**src/rtl/carry_ripple_adder_if.sv**
```systemverilog
// rtl/carry_ripple_adder_if.sv - operand/result bundle for the ripple-carry adder
interface carry_ripple_adder_if #(
    parameter int WIDTH = 32
);
    logic [WIDTH-1:0] add1_i;
    logic [WIDTH-1:0] add2_i;
    logic [WIDTH-1:0] sum_o;
    logic             carry_o;
    logic             overflow_o;

    // Operand source: drives operands, observes registered results
    modport master (
        output add1_i,
        output add2_i,
        input  sum_o,
        input  carry_o,
        input  overflow_o
    );

    // Adder side: consumes operands, produces registered results
    modport slave (
        input  add1_i,
        input  add2_i,
        output sum_o,
        output carry_o,
        output overflow_o
    );
endinterface

```
**src/rtl/carry_ripple_adder.sv**
```systemverilog
// rtl/carry_ripple_adder.sv - registered signed adder built from a ripple chain of full adders
module carry_ripple_adder #(
    parameter int WIDTH = 32
) (
    input  logic                    clk_i,
    input  logic                    rst_i,
    carry_ripple_adder_if.slave     bus
);
    // Carry chain: w_c[0] is the constant-zero carry-in, w_c[WIDTH] the carry-out.
    logic [WIDTH:0]   w_c;
    logic [WIDTH-1:0] w_s;
    logic             w_ovf;

    logic [WIDTH-1:0] r_sum;
    logic             r_carry;
    logic             r_ovf;

    assign w_c[0] = 1'b0;

    // One full adder per bit; carry ripples strictly from bit i to bit i+1.
    for (genvar i = 0; i < WIDTH; i++) begin : g_fa
        logic w_a;
        logic w_b;
        assign w_a        = bus.add1_i[i];
        assign w_b        = bus.add2_i[i];
        assign w_s[i]     = w_a ^ w_b ^ w_c[i];
        assign w_c[i + 1] = (w_a & w_b) | (w_a & w_c[i]) | (w_b & w_c[i]);
    end

    // Signed overflow: carry into the sign bit differs from carry out of it.
    assign w_ovf = w_c[WIDTH] ^ w_c[WIDTH - 1];

    // Output register; reset clears results immediately and drops any pending sum.
    always_ff @(posedge clk_i or posedge rst_i) begin
        if (rst_i) begin
            r_sum   <= '0;
            r_carry <= 1'b0;
            r_ovf   <= 1'b0;
        end else begin
            r_sum   <= w_s;
            r_carry <= w_c[WIDTH];
            r_ovf   <= w_ovf;
        end
    end

    assign bus.sum_o      = r_sum;
    assign bus.carry_o    = r_carry;
    assign bus.overflow_o = r_ovf;
endmodule

```
**src/flat_wrapper.sv**
```systemverilog
// flat-port wrapper written by rule: the top's interface ports become plain ports
module carry_ripple_adder_flat 
#(
    parameter int WIDTH = 32
)
  (clk_i, rst_i, bus_add1_i, bus_add2_i, bus_sum_o, bus_carry_o, bus_overflow_o);
  carry_ripple_adder_if #(.WIDTH(WIDTH)) bus_i ();
  input  logic clk_i;
  input  logic rst_i;
  input wire logic [$bits(bus_i.add1_i)-1:0] bus_add1_i;
  input wire logic [$bits(bus_i.add2_i)-1:0] bus_add2_i;
  output wire logic [$bits(bus_i.sum_o)-1:0] bus_sum_o;
  output wire logic [$bits(bus_i.carry_o)-1:0] bus_carry_o;
  output wire logic [$bits(bus_i.overflow_o)-1:0] bus_overflow_o;
  assign bus_i.add1_i = bus_add1_i;
  assign bus_i.add2_i = bus_add2_i;
  assign bus_sum_o = bus_i.sum_o;
  assign bus_carry_o = bus_i.carry_o;
  assign bus_overflow_o = bus_i.overflow_o;
  carry_ripple_adder #(.WIDTH(WIDTH)) u_core (.clk_i(clk_i), .rst_i(rst_i), .bus(bus_i));
endmodule
```
**config.mk**
```make
export PLATFORM = sky130hd
export DESIGN_NAME = carry_ripple_adder_flat
export DESIGN_NICKNAME = d
export VERILOG_FILES = /design/src/rtl/carry_ripple_adder_if.sv /design/src/rtl/carry_ripple_adder.sv /design/src/flat_wrapper.sv
export SDC_FILE = /design/constraint.sdc
export NUM_CORES = 1
export LEC_CHECK = 0
export ABC_AREA = 1
export BUFFER_PORTS_ARGS = -buffer_cell sky130_fd_sc_hd__buf_2
export CAP_MARGIN = 5
export CORE_ASPECT_RATIO = 0.75
export CORE_UTILIZATION = 45
export DETAILED_ROUTE_END_ITERATION = 12
export GPL_TIMING_DRIVEN = 0
export HOLD_SLACK_MARGIN = 0.08
export PLACE_DENSITY = 0.85
export SYNTH_ARGS = -nofsm -noshare
export SYNTH_HDL_FRONTEND = slang
export SYNTH_SLANG_ARGS = --single-unit
```
**constraint.sdc**
```tcl
create_clock -name clk_i -period 2.33 [get_ports clk_i]
set_clock_uncertainty 0.1 [all_clocks]
set_input_delay 0 -clock clk_i [delete_from_list [all_inputs] [get_ports clk_i]]
set_output_delay 0 -clock clk_i [all_outputs]
set_load 0.01 [all_outputs]
```
==> summary.md, run 1 <==
| Metric | Value |
|---|---|
| CP max FO | 2 |
| RSZ-0062 raised after global routing | true |
| Total track usage | 0.240 |
| Post-CTS Hold Fix Bufs | 14 |
| Power density over cell area | 676 mW/mm2 |
| Leak | 1.16 nW |
| Worst Tran Pin Value | about 560 ps |
| Max incr delay on CP | ~430 ps |
| Routed WL | roughly 3800 um |
| Register area share after synthesis | 0.561 |
| Sequential Power Share | 0.443 |
| Final hold vios | 23 |
| Die area | 0.00361 mm2 |
| CTS root buffer | clkbuf_8 |
| Num ports | 100 |
| Initial DRC Count | 24 |
| Fillcell total | approximately 190 |
| Area Growth Syn to Fin | 60.6% |
| Pin count of the biggest net entering global routing | 35 |
| Int Power | ~0.0012 W |
| CP Class | in2reg |
| GRT Residual Overflow | 0 |
| Crit path top cell by count | fa_2 |
| Sw power | 0.000470 W |
| CP required | 2450 ps |
| DR pass1 iterations | 2 |
| FF+latch count, synth | 34 |
| Vias in the first global route | 1,349 |
| Synth cell types | 6 |
| Sink Count | 34 |
| Switch share | 0.285 |
| VDD IR max | approximately 420 uV |
| Arrival @ worst endpoint | 11,400 ps |
| N_diodes | 0 |
| Residual DRC | 0 |
| # Max-Cap Violations | 0 |
| Final worst-path cycle share | 4.84 |
| Fmax | a little under 0.09 GHz |
| CTS Buffer Depth | 2 |
| Met3 WL | 412 um |
| Vias/cell | approximately 4.5 |
| Worst Slack Setup Final | -8950 ps |
| Port bufs | between 90 and 100 |
| Layout cells sized above 1 | 0.724 |
| Total Nets Final | about 300 |
| Die Wd | a little under 70 um |
| Syn Nets | 173 |
| Core area | 0.00306 mm2 |
| Initial antenna violation count | 0 |
| Total vias in the final route | 1,072 |
| Worst Hold Slack | -70.0 ps |
| Dpl hpwl | approximately 2800 um |
| Syn. warnings | 0 |
| CTS H-tree depth | 2 |
| Syn Inst Count | 75 |
| Metal-1 WL | between 1000 and 1500 um |
| Number of antenna-violating nets in the routed design | 0 |
| GP Congestion | ~0.84 |
| Violated checks | negative hold slack, negative setup slack |
| WL met2 | about 2000 um |
| CTS buffer count | 5 |
| Tmin final | around 11,000 ps |
| Finished Core Util | 0.796 |
| Top Metal Used | met4 |
| First-pass GRT wire length | approximately 6100 um |
| CTS tree | built |
| Post-Syn Area | around 0.0015 mm2 |
| Die Height | ~52 um |
| Startpoint types | input port |
| Hold Crit Class | in2reg |
| Slew HR | 0.623 |
| WL per Instance | around 16 um |
| Slowest CP cell | fa_2 |
| Starting density of the core | 0.496 |
| Total Neg Setup Slack | -134,150 ps |
| Standard-cell rows | 17 |
| Status | finished, violations left |
| Syn_area_per_cell | around 20 um2 |
| Comb pwr share | 0.289 |
| Setup-failing EPs final | 28 |
| Clk pwr share | 0.268 |
| Worst-path clk slew | approximately 70 ps |
| Setup crit end kind | register |
| Fin. max-slew vios | 0 |
==> stage by stage <==
step	total power (W)	setup WS [ps]	instance area, um2	instances
floorplan	0.000919	-8680	1610	75
global placement	0.00114	-9030	2150	212
detailed placement	0.00117	-9220	2150	212
CTS	0.00165	-8920	2410	236
global route	0.00176	-9190	2440	237
finish	0.00165	-8950	2440	237
==> path summary, 6_finish.rpt <==
| kind | start | end | slack (ps) | depth (start not counted) |
|---|---|---|---|---|
| worst min-delay path | bus_add1_i[23] | u_core.bus.sum_o[23]$_DFF_PP0_ | -70 | 2 |
| worst max-delay path | bus_add2_i[0] | u_core.bus.sum_o[31]$_DFF_PP0_ | -8950 | 35 |
| max in group asynchronous | rst_i | u_core.bus.sum_o[20]$_DFF_PP0_ | 1540 | 4 |
| min in group asynchronous | rst_i | u_core.bus.sum_o[2]$_DFF_PP0_ | 150 | 3 |
==> synthesized netlist by cell type (all sizes together) <==
cell type | instances | share of area
dfrtp | 34 | 0.56
fa | 31 | 0.41
ha | 1 | 0.0082
inv | 6 | 0.015
nand2 | 3 | 0.0074
==> sequential cells by signal (all words and copies together), names as in the netlist <==
register and cells:
u_core.bus.carry_o 1, u_core.bus.sum_o 32, u_core.bus.overflow_o 1
==> repair_timing <==
item / in CTS / in global routing
endpoints found under the setup margin: 28 / 28
gates resized for setup: 3 / 0
hold endpoints to repair: 67 / 23
setup buffers: 2 / 0
pin swaps: 1 / 0
==> cell usage in the layout, fill, tap and decap left out <==
| cell | count |
|---|---|
| buf_2 | 97 |
| dfrtp_1 | 34 |
| fa_2 | 31 |
| dlygate4sd3_1 | 14 |
| clkbuf_8 | 6 |
| inv_2 | 3 |
| nand2_1 | 3 |
| inv_1 | 2 |
| buf_6 | 2 |
| buf_4 | 2 |
| clkinv_1 | 1 |
| ha_4 | 1 |
| clkinv_2 | 1 |
| clkbuf_1 | 1 |
| buf_16 | 1 |
==> critical path, delay by kind of cell <==
kind	cells	cell delay (ps)
buffers and inverters	3	240
adders and majority gates	32	11200
==> cell families (layout without fill, tap and decap cells) <==
kind of cell | after synthesis | count (layout) | share of synthesized area
flip-flops | 34 | 34 | 0.561
adder cells (fa/ha/maj) | 32 | 32 | 0.417
AND/OR/NAND/NOR | 3 | 3 | 0.00742
buffers and inverters | 6 | 130 | 0.0148
==> layout make-up <==
type / instances / area, um2 / share of cell area
sequential: 34 / 851 / 0.349
multi-input combinational: 35 / 734 / 0.301
timing repair buffer: 116 / 691 / 0.283
clock buffer: 7 / 86.3 / 0.0354
tap: 38 / 47.5 / 0.0195
inverter: 6 / 22.5 / 0.00924
clock inverter: 1 / 5.00 / 0.00205
==> power by group through the flow <==
stage | registers [W] | logic [W] | clock network (W)
global route | 0.000738 | 0.000532 | 0.000486
detailed placement | 0.000741 | 0.000425 | 0
floorplan | 0.000807 | 0.000112 | 0
global placement | 0.000735 | 0.000402 | 0
finish | 0.000730 | 0.000476 | 0.000443
CTS | 0.000731 | 0.000468 | 0.000450
==> metal layers <==
metal  global-route usage  up-vias
li1                     -      465
met1                0.245      518
met2                0.434       83
met3                0.123        6
met4               0.0748        0
met5                    0        -
Power figures use the tool's default switching activity.
==> run 2: changes to the inputs <==
PLACE_DENSITY = unset   (was 0.85)
PLACE_DENSITY_LB_ADDON = 0.2   (was unset)
==> run 2 against run 1 <==
The run still ends with negative hold slack, negative setup slack left. Design area rose by 0.10%. Sequential power hardly changed. Wire length fell by 10%. Flip-flop and latch count unchanged. Cell count is the same. Critical path depth stayed put. First-iteration DRC count is 67% higher. Total power decreased by 1.3%. Hold slack gained 6.6 ps. Sequential share of layout area about the same. Worst setup slack better by 73 ps. Global-route usage decreased by 3.1 points. Highest routed layer unchanged.
==> summary.md, run 2 (synthesized netlist as in run 1, its figures left out) <==
| Metric | Value |
|---|---|
| Status | finished, violations left |
| Violated checks | negative hold slack, negative setup slack |
| Most frequent cells in the layout | buf_2, dfrtp_1, fa_2 |
| Die Height | 52.3 um (unchanged) |
| Setup-failing EPs final | 28 (unchanged) |
| First-pass GRT wire length | 5390 um (-12%) |
| Vias/cell | 4.44 (-1.9%) |
| Finished Core Util | 0.797 (+0.000817) |
| Tmin final | 11,210 ps (-72.6 ps) |
| CP max FO | 2 (unchanged) |
| N_diodes | 0 (unchanged) |
| CTS Buffer Depth | 2 (unchanged) |
| Fmax | 0.0892 GHz (+0.65%) |
| Sink Count | 34 (unchanged) |
| CTS H-tree depth | 2 (unchanged) |
| Total Nets Final | 296 (unchanged) |
| Multi-input gate area | 737 um2 (+0.34%) |
| GRT Residual Overflow | 0 (unchanged) |
| Number of flip-flops in the largest register | 32 (unchanged) |
| Most common cell after layout, fill and taps aside | buf_2 |
| Total track usage | 0.209 (-0.0308) |
| Starting density of the core | 0.496 (unchanged) |
| Grt met3 use | 0.0615 (-0.0615) |
| Number of antenna-violating nets in the routed design | 0 (unchanged) |
| Port bufs | 99 (unchanged) |
| Vias in the first global route | 1,193 (-12%) |
| Setup crit start | bus_add2_i[0] |
| Core area | 0.00306 mm2 (unchanged) |
| Worst Hold Slack | -63.3 ps (+6.65 ps) |
| GP Congestion | 0.751 (-11%) |
| M1 GR Usage | 0.210 (-0.0349) |
| Hold Crit Class | in2reg |
| Fin. max-slew vios | 0 (unchanged) |
| VDD IR max | 467 uV (+11%) |
| Met2 Use GR | 0.417 (-0.0162) |
| Startpoint types | input port |
| Slew HR | 0.574 (-0.0494) |
| Worst slack, placed | -9180 ps (+37.3 ps) |
| RSZ-0062 raised after global routing | true |
| Standard-cell rows | 17 (unchanged) |
| Max incr delay on CP | 430 ps (about the same) |
| Dpl hpwl | 2630 um (-5.0%) |
| CP Class | in2reg |
| Total vias in the final route | 1,052 (-1.9%) |
| CP required | 2450 ps (about the same) |
| Total Neg Setup Slack | -133,890 ps (+266 ps) |
| Initial DRC Count | 40 (+67%) |
| Power density over cell area | 667 mW/mm2 (-1.4%) |
| Die area | 0.00361 mm2 (unchanged) |
| Worst Tran Pin Value | 635 ps (+73.6 ps) |
| Setup crit end kind | register |
| # Max-Cap Violations | 0 (unchanged) |
| Top Usage Layer GRT | met2 |
| Residual DRC | 0 (unchanged) |
| Layout cells sized above 1 | 0.729 (+0.00503) |
| Pin count of the biggest net entering global routing | 35 (unchanged) |
| Dpl cells | 212 (unchanged) |
| Register area | 851 um2 (unchanged) |
| Worst setup endpoint | u_core.bus.sum_o[31]$_DFF_PP0_ |
| Area Growth Syn to Fin | 60.8% |
| Final Power | 0.00163 W (-1.3%) |
| Crit path top cell by count | fa_2 |
| WL per Instance | 14.3 um (-10%) |
| Worst-path clk slew | 70 ps (about the same) |
| Arrival @ worst endpoint | 11,320 ps (-80 ps) |
| Post-CTS Hold Fix Bufs | 14 (unchanged) |
| Slowest CP cell | fa_2 |
| Leak | 1.16 nW (about the same) |
| Num ports | 100 (unchanged) |
| Routed WL | 3390 um (-10%) |
| CTS root buffer | clkbuf_8 |
| Final worst-path cycle share | 4.81 (-0.0311) |
| Fillcell total | 183 (-3.2%) |
| Final hold vios | 23 (unchanged) |
| CTS tree | built |
| Non-Filler Instances | 237 (unchanged) |
| Die Wd | 69.1 um (unchanged) |
| CTS buffer count | 5 (unchanged) |
| Worst Slack Setup Final | -8880 ps (+72.6 ps) |
| DR pass1 iterations | 4 (+2) |
| Initial antenna violation count | 0 (unchanged) |
-- run 2: per-stage QoR --
step           hold slack (ps)  area (um2)
3_3_place_gp               142        2150
3_5_place_dp               152        2150
2_1_floorplan             27.8        1610
4_1_cts                  -69.8        2400
5_1_grt                  -76.1        2440
6_report                 -63.3        2440
-- run 2: metal layers --
layer	routed length (um)	vias up
met5	0	-
met4	35	0
met3	213	4
met2	2010	49
met1	1140	532
li1	-	467
-- run 2: where the power goes --
group          leakage (nW)  internal (W)  total, W  switching (W)
Combinational         0.718      0.000236  0.000468       0.000232
Sequential            0.396      0.000702  0.000730      0.0000279
Clock                0.0482      0.000238  0.000428       0.000190
-- run 2: final cells by class --
cell class | count | area share
inverter | 6 | 0.00923
timing repair buffer | 116 | 0.283
sequential | 34 | 0.349
tap | 38 | 0.0195
multi-input combinational | 35 | 0.302
clock inverter | 1 | 0.00205
clock buffer | 7 | 0.0354
-- run 2: how the worst min path moves through the flow --
stage / end / cells after the start / startpoint / slack (ps)
3_3_place_gp: u_core.bus.sum_o[0]$_DFF_PP0_ / 2 / bus_add1_i[0] / 140
5_1_grt: u_core.bus.sum_o[11]$_DFF_PP0_ / 2 / bus_add1_i[11] / -80
3_5_place_dp: u_core.bus.sum_o[0]$_DFF_PP0_ / 2 / bus_add1_i[0] / 150
6_report: u_core.bus.sum_o[11]$_DFF_PP0_ / 2 / bus_add1_i[11] / -60
4_1_cts: u_core.bus.sum_o[18]$_DFF_PP0_ / 2 / bus_add1_i[18] / -70
2_1_floorplan: u_core.bus.sum_o[0]$_DFF_PP0_ / 1 / bus_add1_i[0] / 30
-- run 2: worst max-delay path: cells and delay by family --
| family | cells | cell delay, ps |
|---|---|---|
| adder cells (fa/ha/maj) | 32 | 11070 |
| buffers and inverters | 3 | 230 |
-- run 2: timing repair --
item,in CTS,in global routing
setup buffers,1,1
cloned,0,0
hold endpoints to repair,68,23
setup endpoints to repair,28,28
pin swaps,1,0
gates resized for setup,3,1
